`src/rtl/wbm_spi_pkg.sv`:
```
// Shared types and constants for the SPI-to-Wishbone command sequencer.
package wbm_spi_pkg;

  typedef enum logic [2:0] {
    StIdle,
    StData,
    StWrite,
    StRead,
    StTx
  } state_e;

  localparam int unsigned CMD_WE_BIT  = 7;
  localparam int unsigned CMD_ADR_MSB = 6;

  // Returned to the TX path when a read is abandoned by the ack timeout.
  localparam logic [7:0] TIMEOUT_DATA = 8'hFF;

endpackage

```
`src/rtl/wbm_spi_ctrl_if.sv`:
```
// Bundles the SPI RX handshake, Wishbone master bus and SPI TX byte stream of wbm_spi_ctrl.
interface wbm_spi_ctrl_if;

  logic       handshake_req;
  logic [7:0] handshake_data;
  logic       handshake_ack;
  logic       wb_cyc_o;
  logic       wb_stb_o;
  logic       wb_we_o;
  logic [6:0] wb_adr_o;
  logic [7:0] wb_dat_o;
  logic [7:0] wb_dat_i;
  logic       wb_ack_i;
  logic [7:0] tx_data;
  logic       tx_stb;
  logic       tx_ready;

  modport master (
    input  handshake_req,
    input  handshake_data,
    output handshake_ack,
    output wb_cyc_o,
    output wb_stb_o,
    output wb_we_o,
    output wb_adr_o,
    output wb_dat_o,
    input  wb_dat_i,
    input  wb_ack_i,
    output tx_data,
    output tx_stb,
    input  tx_ready
  );

  modport slave (
    output handshake_req,
    output handshake_data,
    input  handshake_ack,
    input  wb_cyc_o,
    input  wb_stb_o,
    input  wb_we_o,
    input  wb_adr_o,
    input  wb_dat_o,
    output wb_dat_i,
    output wb_ack_i,
    input  tx_data,
    input  tx_stb,
    output tx_ready
  );

endinterface

```
`src/rtl/clock_domain_import.sv`:
```
// Receives bytes from the SPI clock domain over a req/ack toggle handshake.
// A byte stays pending (ack withheld) until the consumer pulses consume_i.
module clock_domain_import (
  input  logic       clk,
  input  logic       rst_n,
  input  logic       req_i,
  input  logic [7:0] data_i,
  input  logic       consume_i,
  output logic       stb_o,
  output logic [7:0] data_o,
  output logic       ack_o
);

  logic [1:0] sync_q, sync_d;
  logic       ack_q, ack_d;

  always_comb begin
    sync_d = {sync_q[0], req_i};
    ack_d  = consume_i ? sync_q[1] : ack_q;
  end

  always_ff @(posedge clk or negedge rst_n) begin
    if (!rst_n) begin
      sync_q <= 2'b00;
      ack_q  <= 1'b0;
    end else begin
      sync_q <= sync_d;
      ack_q  <= ack_d;
    end
  end

  // data_i is held stable by the sender while req and ack differ.
  assign stb_o  = sync_q[1] ^ ack_q;
  assign data_o = data_i;
  assign ack_o  = ack_q;

endmodule

```
`src/rtl/wbm_spi_ctrl.sv`:
```
// Decodes SPI command bytes into single Wishbone classic cycles; read data goes to the TX stream.
// Optional macro WBM_SPI_CTRL_TIMEOUT_EN abandons a bus cycle after TIMEOUT cycles without ack.
module wbm_spi_ctrl
  import wbm_spi_pkg::*;
#(
  parameter int unsigned TIMEOUT = 255
) (
  input  logic           clk,
  input  logic           rst_n,
  wbm_spi_ctrl_if.master bus
);

  logic       in_stb;
  logic       consume;
  logic [7:0] in_data;

  clock_domain_import u_import (
    .clk      (clk),
    .rst_n    (rst_n),
    .req_i    (bus.handshake_req),
    .data_i   (bus.handshake_data),
    .consume_i(consume),
    .stb_o    (in_stb),
    .data_o   (in_data),
    .ack_o    (bus.handshake_ack)
  );

  state_e     state_q, state_d;
  logic       cyc_q, cyc_d;
  logic       we_q, we_d;
  logic [6:0] adr_q, adr_d;
  logic [7:0] dat_q, dat_d;
  logic [7:0] tx_data_q, tx_data_d;
  logic       tx_stb_q, tx_stb_d;

`ifdef WBM_SPI_CTRL_TIMEOUT_EN
  logic [7:0] cnt_q, cnt_d;
  logic       timed_out;
`else
  logic unused_timeout;
  assign unused_timeout = ^{TIMEOUT, TIMEOUT_DATA};
`endif

  always_comb begin
    state_d   = state_q;
    cyc_d     = cyc_q;
    we_d      = we_q;
    adr_d     = adr_q;
    dat_d     = dat_q;
    tx_data_d = tx_data_q;
    tx_stb_d  = tx_stb_q;
    consume   = 1'b0;
`ifdef WBM_SPI_CTRL_TIMEOUT_EN
    // Zero outside the bus states, so every WRITE/READ entry starts from 0.
    cnt_d     = (state_q == StWrite || state_q == StRead) ? cnt_q + 8'd1 : 8'd0;
    timed_out = (cnt_q == 8'(TIMEOUT - 1));
`endif
    case (state_q)
      StIdle: begin
        if (in_stb) begin
          consume = 1'b1;
          adr_d   = in_data[CMD_ADR_MSB:0];
          if (in_data[CMD_WE_BIT]) begin
            state_d = StData;
          end else begin
            cyc_d   = 1'b1;
            we_d    = 1'b0;
            state_d = StRead;
          end
        end
      end
      StData: begin
        if (in_stb) begin
          consume = 1'b1;
          dat_d   = in_data;
          cyc_d   = 1'b1;
          we_d    = 1'b1;
          state_d = StWrite;
        end
      end
      StWrite: begin
        if (bus.wb_ack_i) begin
          cyc_d   = 1'b0;
          we_d    = 1'b0;
          state_d = StIdle;
        end
`ifdef WBM_SPI_CTRL_TIMEOUT_EN
        else if (timed_out) begin
          cyc_d   = 1'b0;
          we_d    = 1'b0;
          state_d = StIdle;
        end
`endif
      end
      StRead: begin
        if (bus.wb_ack_i) begin
          cyc_d     = 1'b0;
          tx_data_d = bus.wb_dat_i;
          tx_stb_d  = 1'b1;
          state_d   = StTx;
        end
`ifdef WBM_SPI_CTRL_TIMEOUT_EN
        else if (timed_out) begin
          cyc_d     = 1'b0;
          tx_data_d = TIMEOUT_DATA;
          tx_stb_d  = 1'b1;
          state_d   = StTx;
        end
`endif
      end
      StTx: begin
        if (bus.tx_ready) begin
          tx_stb_d = 1'b0;
          state_d  = StIdle;
        end
      end
      default: state_d = StIdle;
    endcase
  end

  always_ff @(posedge clk or negedge rst_n) begin
    if (!rst_n) begin
      state_q   <= StIdle;
      cyc_q     <= 1'b0;
      we_q      <= 1'b0;
      adr_q     <= 7'd0;
      dat_q     <= 8'd0;
      tx_data_q <= 8'd0;
      tx_stb_q  <= 1'b0;
`ifdef WBM_SPI_CTRL_TIMEOUT_EN
      cnt_q     <= 8'd0;
`endif
    end else begin
      state_q   <= state_d;
      cyc_q     <= cyc_d;
      we_q      <= we_d;
      adr_q     <= adr_d;
      dat_q     <= dat_d;
      tx_data_q <= tx_data_d;
      tx_stb_q  <= tx_stb_d;
`ifdef WBM_SPI_CTRL_TIMEOUT_EN
      cnt_q     <= cnt_d;
`endif
    end
  end

  // cyc and stb share one flop so they can never disagree.
  assign bus.wb_cyc_o = cyc_q;
  assign bus.wb_stb_o = cyc_q;
  assign bus.wb_we_o  = we_q;
  assign bus.wb_adr_o = adr_q;
  assign bus.wb_dat_o = dat_q;
  assign bus.tx_data  = tx_data_q;
  assign bus.tx_stb   = tx_stb_q;

endmodule

```
`src/flat_wrapper.sv`:
```
// flat-port wrapper written by rule: the top's interface ports become plain ports
module wbm_spi_ctrl_flat import wbm_spi_pkg::*;
#(
  parameter int unsigned TIMEOUT = 255
)
  (clk, rst_n, bus_handshake_req, bus_handshake_data, bus_handshake_ack, bus_wb_cyc_o, bus_wb_stb_o, bus_wb_we_o, bus_wb_adr_o, bus_wb_dat_o, bus_wb_dat_i, bus_wb_ack_i, bus_tx_data, bus_tx_stb, bus_tx_ready);
  wbm_spi_ctrl_if bus_i ();
  input  logic clk;
  input  logic rst_n;
  input wire logic [$bits(bus_i.handshake_req)-1:0] bus_handshake_req;
  input wire logic [$bits(bus_i.handshake_data)-1:0] bus_handshake_data;
  output wire logic [$bits(bus_i.handshake_ack)-1:0] bus_handshake_ack;
  output wire logic [$bits(bus_i.wb_cyc_o)-1:0] bus_wb_cyc_o;
  output wire logic [$bits(bus_i.wb_stb_o)-1:0] bus_wb_stb_o;
  output wire logic [$bits(bus_i.wb_we_o)-1:0] bus_wb_we_o;
  output wire logic [$bits(bus_i.wb_adr_o)-1:0] bus_wb_adr_o;
  output wire logic [$bits(bus_i.wb_dat_o)-1:0] bus_wb_dat_o;
  input wire logic [$bits(bus_i.wb_dat_i)-1:0] bus_wb_dat_i;
  input wire logic [$bits(bus_i.wb_ack_i)-1:0] bus_wb_ack_i;
  output wire logic [$bits(bus_i.tx_data)-1:0] bus_tx_data;
  output wire logic [$bits(bus_i.tx_stb)-1:0] bus_tx_stb;
  input wire logic [$bits(bus_i.tx_ready)-1:0] bus_tx_ready;
  assign bus_i.handshake_req = bus_handshake_req;
  assign bus_i.handshake_data = bus_handshake_data;
  assign bus_handshake_ack = bus_i.handshake_ack;
  assign bus_wb_cyc_o = bus_i.wb_cyc_o;
  assign bus_wb_stb_o = bus_i.wb_stb_o;
  assign bus_wb_we_o = bus_i.wb_we_o;
  assign bus_wb_adr_o = bus_i.wb_adr_o;
  assign bus_wb_dat_o = bus_i.wb_dat_o;
  assign bus_i.wb_dat_i = bus_wb_dat_i;
  assign bus_i.wb_ack_i = bus_wb_ack_i;
  assign bus_tx_data = bus_i.tx_data;
  assign bus_tx_stb = bus_i.tx_stb;
  assign bus_i.tx_ready = bus_tx_ready;
  wbm_spi_ctrl #(.TIMEOUT(TIMEOUT)) u_core (.clk(clk), .rst_n(rst_n), .bus(bus_i));
endmodule
```
`config.mk`:
```
export PLATFORM = sky130hd
export DESIGN_NAME = wbm_spi_ctrl_flat
export DESIGN_NICKNAME = d
export VERILOG_FILES = /design/src/rtl/wbm_spi_pkg.sv /design/src/rtl/wbm_spi_ctrl_if.sv /design/src/rtl/clock_domain_import.sv /design/src/rtl/wbm_spi_ctrl.sv /design/src/flat_wrapper.sv
export SDC_FILE = /design/constraint.sdc
export NUM_CORES = 1
export LEC_CHECK = 0
export CORE_MARGIN = 8
export CORE_UTILIZATION = 39
export CTS_CLUSTER_SIZE = 20
export DETAILED_ROUTE_END_ITERATION = 8
export PLACE_DENSITY_LB_ADDON = 0.05
export SYNTH_ARGS = -nofsm -noshare
export SYNTH_HDL_FRONTEND = slang
export SYNTH_SLANG_ARGS = --single-unit
```
`constraint.sdc`:
```
create_clock -name clk -period 1.5 [get_ports clk]
set_input_delay 0.375 -clock clk [delete_from_list [all_inputs] [get_ports clk]]
set_output_delay 0.375 -clock clk [all_outputs]
set_load 0.01 [all_outputs]
```
# Yosys cells after proc, flatten, opt, wreduce, memory -nomap -nowiden
# Cells that the tools add are included.
# W data, S select, Z words.
[totals]
word_cells = 54
out_inout_bits = 28
reg_bits = 32
[op_classes]
bitwise_logic = 1
n_mux = 20
n_eq_ne = 11
reduce_logical = 13
[op_table]
columns = ["op", "count"]
rows = [
  ["$mux W3", 5],
  ["$pmux W3 S5", 1],
  ["$reduce_and A5 Y1", 3],
  ["$mux W1", 10],
  ["$ne A2 B2 Y1 const B", 4],
  ["$eq A3 B2 Y1 const B", 2],
  ["$ne A2 B1 Y1 const B", 3],
  ["$pmux W1 S3", 2],
  ["$reduce_and A2 Y1", 3],
  ["$reduce_bool A3 Y1", 2],
  ["$reduce_or A2 Y1", 2],
  ["$eq A3 B1 Y1 const B", 1],
  ["$eq A3 B3 Y1 const B", 1],
  ["$logic_not A3 Y1", 1],
  ["$reduce_and A3 Y1", 1],
  ["$mux W2", 1],
  ["$pmux W1 S2", 1],
  ["$reduce_bool A2 Y1", 1],
  ["$xor A1 B1 Y1", 1],
]

# Longest topological paths before layout
[depth]
word_depth = 4
mapped_depth = 4
ltp_nobuf = 3

# By module
# A second synthesis with hierarchy kept.
[unflattened]
cells_unflattened = 96
area_unflattened_um2 = 1395.1
[modules_own_cells]
columns = ["mod", "seq_area_each_um2", "cells_per_inst", "area_per_inst_um2", "n_inst"]
rows = [
  ["wbm_spi_ctrl", 725.7, 83, 1236.2, 1],
  ["clock_domain_import", 75.1, 13, 158.9, 1],
]

# Least setup slack after synthesis
# OpenSTA, ideal clock, no wires.
[synth_timing]
path_kind = "register to register"
from = "register u_core.u_import.ack_q, in the netlist u_core.u_import.ack_o"
to = "register u_core.adr_q[0], in the netlist u_core.bus.wb_adr_o[0]"
path_buffers = 0
path_stages_with_launch = 4
slack_ns = 0.054
setup_time_ns = 0.125
arrival_ns = 1.321
required_time_ns = 1.375
path_cell_list = "dfrtp_1 xnor2_1 nor4_4 mux2_2"
[synth_between]
elab_chain_cells = 2
[synth_rtl]
columns = ["item", "line", "rtl"]
rows = [
  ["from (decl)", "clock_domain_import.sv:15", "logic ack_q, ack_d;"],
  ["from (signal assigned)", "clock_domain_import.sv:28", "ack_q <= ack_d;"],
  ["$xor A1 B1 Y1", "clock_domain_import.sv:33", "assign stb_o = sync_q[1] ^ ack_q;"],
  ["$reduce_and A2 Y1 (no source line)", "-", ""],
  ["to (signal assigned)", "wbm_spi_ctrl.sv:137", "adr_q <= adr_d;"],
  ["to (decl)", "wbm_spi_ctrl.sv:31", "logic [6:0] adr_q, adr_d;"],
]
# No other way between the ends.
# A chain may end at the register's enable or synchronous reset.

# Worst setup path in the final report
[layout_timing]
from = "register u_core.u_import.ack_q, in the netlist u_core.u_import.ack_o"
to = "register u_core.adr_q[5], in the netlist u_core.bus.wb_adr_o[5]"
# Same word-level chain as after synthesis.

==> results.sh <==
export IMPL_grt_pass1_wl_um=4478
export IMPL_num_vias=947
export IMPL_fin_nets=171
export IMPL_yosysWarnings=0
export IMPL_dp_hpwl_um=2156
export IMPL_coreArea_um2=3258
export IMPL_drc=0
export IMPL_fin_skew_ps=11.71
export IMPL_synthXorXnorAreaFrac_pct=1.357
export IMPL_holdPathStages=0
export IMPL_crit_path_start_kind="register"
export IMPL_fin_crit_ps=1454
export IMPL_wl_per_cell_um=14.38
export IMPL_grt_pass1_vias=967
export IMPL_worstPathRequired_ps=1710
export IMPL_critPathKind="reg2reg"
export IMPL_nFillCells=291
export IMPL_layout_common_cells="32 x dfrtp_1, 28 x dlygate4sd2_1, 21 x mux2_2"
export IMPL_worst_pin_slew_ps=291.3
export IMPL_grt_max_degree=33
export IMPL_synth_mux_area_share_pct=20.93
export IMPL_arrival_ps=1670
export IMPL_antennaDiodeCount=0
export IMPL_final_core_utilization_pct=60.06
export IMPL_hold_start="u_core.u_import.sync_q[0]"
export IMPL_synth_cells=89
export IMPL_synthAdderAreaFrac_pct=0
export IMPL_maxCapViolCount=0
export IMPL_pre_cts_ws_ps=-198.5
export IMPL_path_clk_slew_ps=90
export IMPL_cts_root_buf="clkbuf_4"
export IMPL_grt_usage_pct=11.18
export IMPL_fin_ws_ps=46.20
export IMPL_synth_top_family_by_area="multiplexers"
export IMPL_routed_wl_um=2832
export IMPL_hold_path_end="u_core.u_import.sync_q[1]"
export IMPL_io_pins=49
export IMPL_timing_final_crit_share_pct=96.92
export IMPL_synth_area_per_cell_um2=14.51
export IMPL_hold_class="reg2reg"
export IMPL_die_w_um=73.54
export IMPL_fmax_mhz=687.9
export IMPL_synth_cell_types=23
export IMPL_synth_compound_area_share_pct=6.783
export IMPL_clk_latency_ps=330
export IMPL_holdWs_ps=355.0
export IMPL_antenna_found_initial=0
export IMPL_status="completed"
export IMPL_row_count=21
export IMPL_grt_ovfl_total=0
export IMPL_final_common_cell="dfrtp_1"
export IMPL_r2r_start="u_core.u_import.ack_o"
export IMPL_first_iter_violations=25
export IMPL_cp_end_kind="register"
export IMPL_synth_fp_nets=110
export IMPL_ys_seq_elements=32
export IMPL_htree_levels=2
export IMPL_cts_tree="done"
export IMPL_grt_setup_unrepaired="yes"
export IMPL_timing_slew_headroom_pct=80.53
export IMPL_ant_nets=0
export IMPL_synthSimpleGateAreaFrac_pct=5.814
export IMPL_first_pass_iters=2
export IMPL_gp_congestion=0.8032
export IMPL_fp_dieH_um=73.54
export IMPL_drv_slew=0
export IMPL_synthArstFlopShare_pct=100.0
export IMPL_finalHoldViolations=0
export IMPL_area_delta_synth_final_pct=51.55
export IMPL_dieArea_um2=5408
export IMPL_worstReg2RegEnd="u_core.bus.wb_adr_o[5]"
export IMPL_synth_edf_count=0
export IMPL_setup_viol=0
export IMPL_start_util_pct=39.63
export IMPL_io_buffers=48
export IMPL_r2r_setup_slack_ps=50
export IMPL_leakage_nw=0.8832
export IMPL_cts_sinks=32
export IMPL_synth_flop_cell="dfrtp_1"
export IMPL_final_layout_size_suffix_gt1_share_pct=29.80
export IMPL_p_per_area_nw_per_um2=2017
export IMPL_cts_buffers=5
export IMPL_vdd_ir_drop_max_mv=1.143
export IMPL_cp_max_fo=4
export IMPL_seq_area_frac_synth_pct=62.02
export IMPL_netlist_area_um2=1291
export IMPL_reg2regPathDepth=5
export IMPL_clk_path_buf_depth=2
export IMPL_vias_per_cell=4.807
synthesized netlist by cell type, types with 2 or more instances:
library cell | instances | share of area (%)
buf_2 | 2 | 0.78
dfrtp_1 | 32 | 62
mux2_2 | 24 | 21
nand2_1 | 2 | 0.58
nor2_1 | 2 | 0.58
inv_1 | 4 | 1.2
a31oi_1 | 3 | 1.5
o21ai_0 | 3 | 1.2
a21oi_1 | 2 | 0.78
buf_4 | 2 | 1.2
where the power goes:
group / switching [mW] / internal [mW]
sequential: 0.210 / 1.27
combinational: 0.847 / 1.12
clock: 0.273 / 0.231
logic make-up after synthesis:
logic type,Yosys count
flops,32
mux,24
compound gates,13
simple gates,10
buf+inv,8
xor+xnor,2
registers in the layout, indices dropped and copies added (netlist names):
name / count
u_core.u_import.sync_q: 2
u_core.bus.wb_we_o: 1
u_core.bus.wb_dat_o: 8
u_core.bus.tx_data: 8
u_core.state_q: 3
u_core.u_import.ack_o: 1
u_core.bus.wb_adr_o: 7
u_core.bus.tx_stb: 1
u_core.bus.wb_cyc_o: 1
routing by layer:
metal  vias to the layer above  track usage (%)  share of wire, %
li1                        440                -                 -
met1                       457            10.96                38
met2                        40            17.22                48
met3                        10            6.412                12
met4                         0            8.204               2.7
met5                         -                0                 0
timing repair:
item | CTS | global route
setup buffers | 1 | 0
hold buffers | 0 | 0
resized for setup | 30 | 5
setup endpoints to repair | 28 | 7
worst max path at each step:
stage	end	slack, ps	from	cells past startpoint
CTS	u_core.bus.wb_adr_o[5]	-0.8	u_core.u_import.ack_o	5
global placement	u_core.bus.tx_data[6]	-160	bus_wb_ack_i	3
finish	u_core.bus.wb_adr_o[5]	50	u_core.u_import.ack_o	5
detailed placement	u_core.bus.tx_data[2]	-200	bus_wb_ack_i	3
global route	u_core.bus.wb_adr_o[5]	-30	u_core.u_import.ack_o	5
floorplan	u_core.bus.wb_adr_o[0]	50	u_core.u_import.ack_o	3
area by class of cell:
type / instances / area, um2 / share of cell area, %
Sequential cell: 32 / 800.8 / 40.92
Timing Repair Buffer: 58 / 536.8 / 27.43
Multi-Input combinational cell: 49 / 488.0 / 24.94
Inverter: 4 / 15.01 / 0.7673
Clock buffer: 8 / 58.81 / 3.005
Tap cell: 46 / 57.56 / 2.941
critical path: stages (launching register included):
cell and delay (ps):
dfrtp_1 390, buf_6 140, xnor2_4 150, nor4_4 150, buf_4 180, mux2_2 330
per-stage QoR:
stage	area, um2	std cells	TNS [ps]	power (mW)
after global placement	1884	188	-1271	3.593
after floorplan	1291	89	0	2.537
after global routing	1957	197	-104.8	4.224
final	1957	197	0	3.947
after detailed placement	1884	188	-1508	3.656
after CTS	1931	197	-0.7506	3.942
No activity file was read; power rests on OpenSTA's default activity.
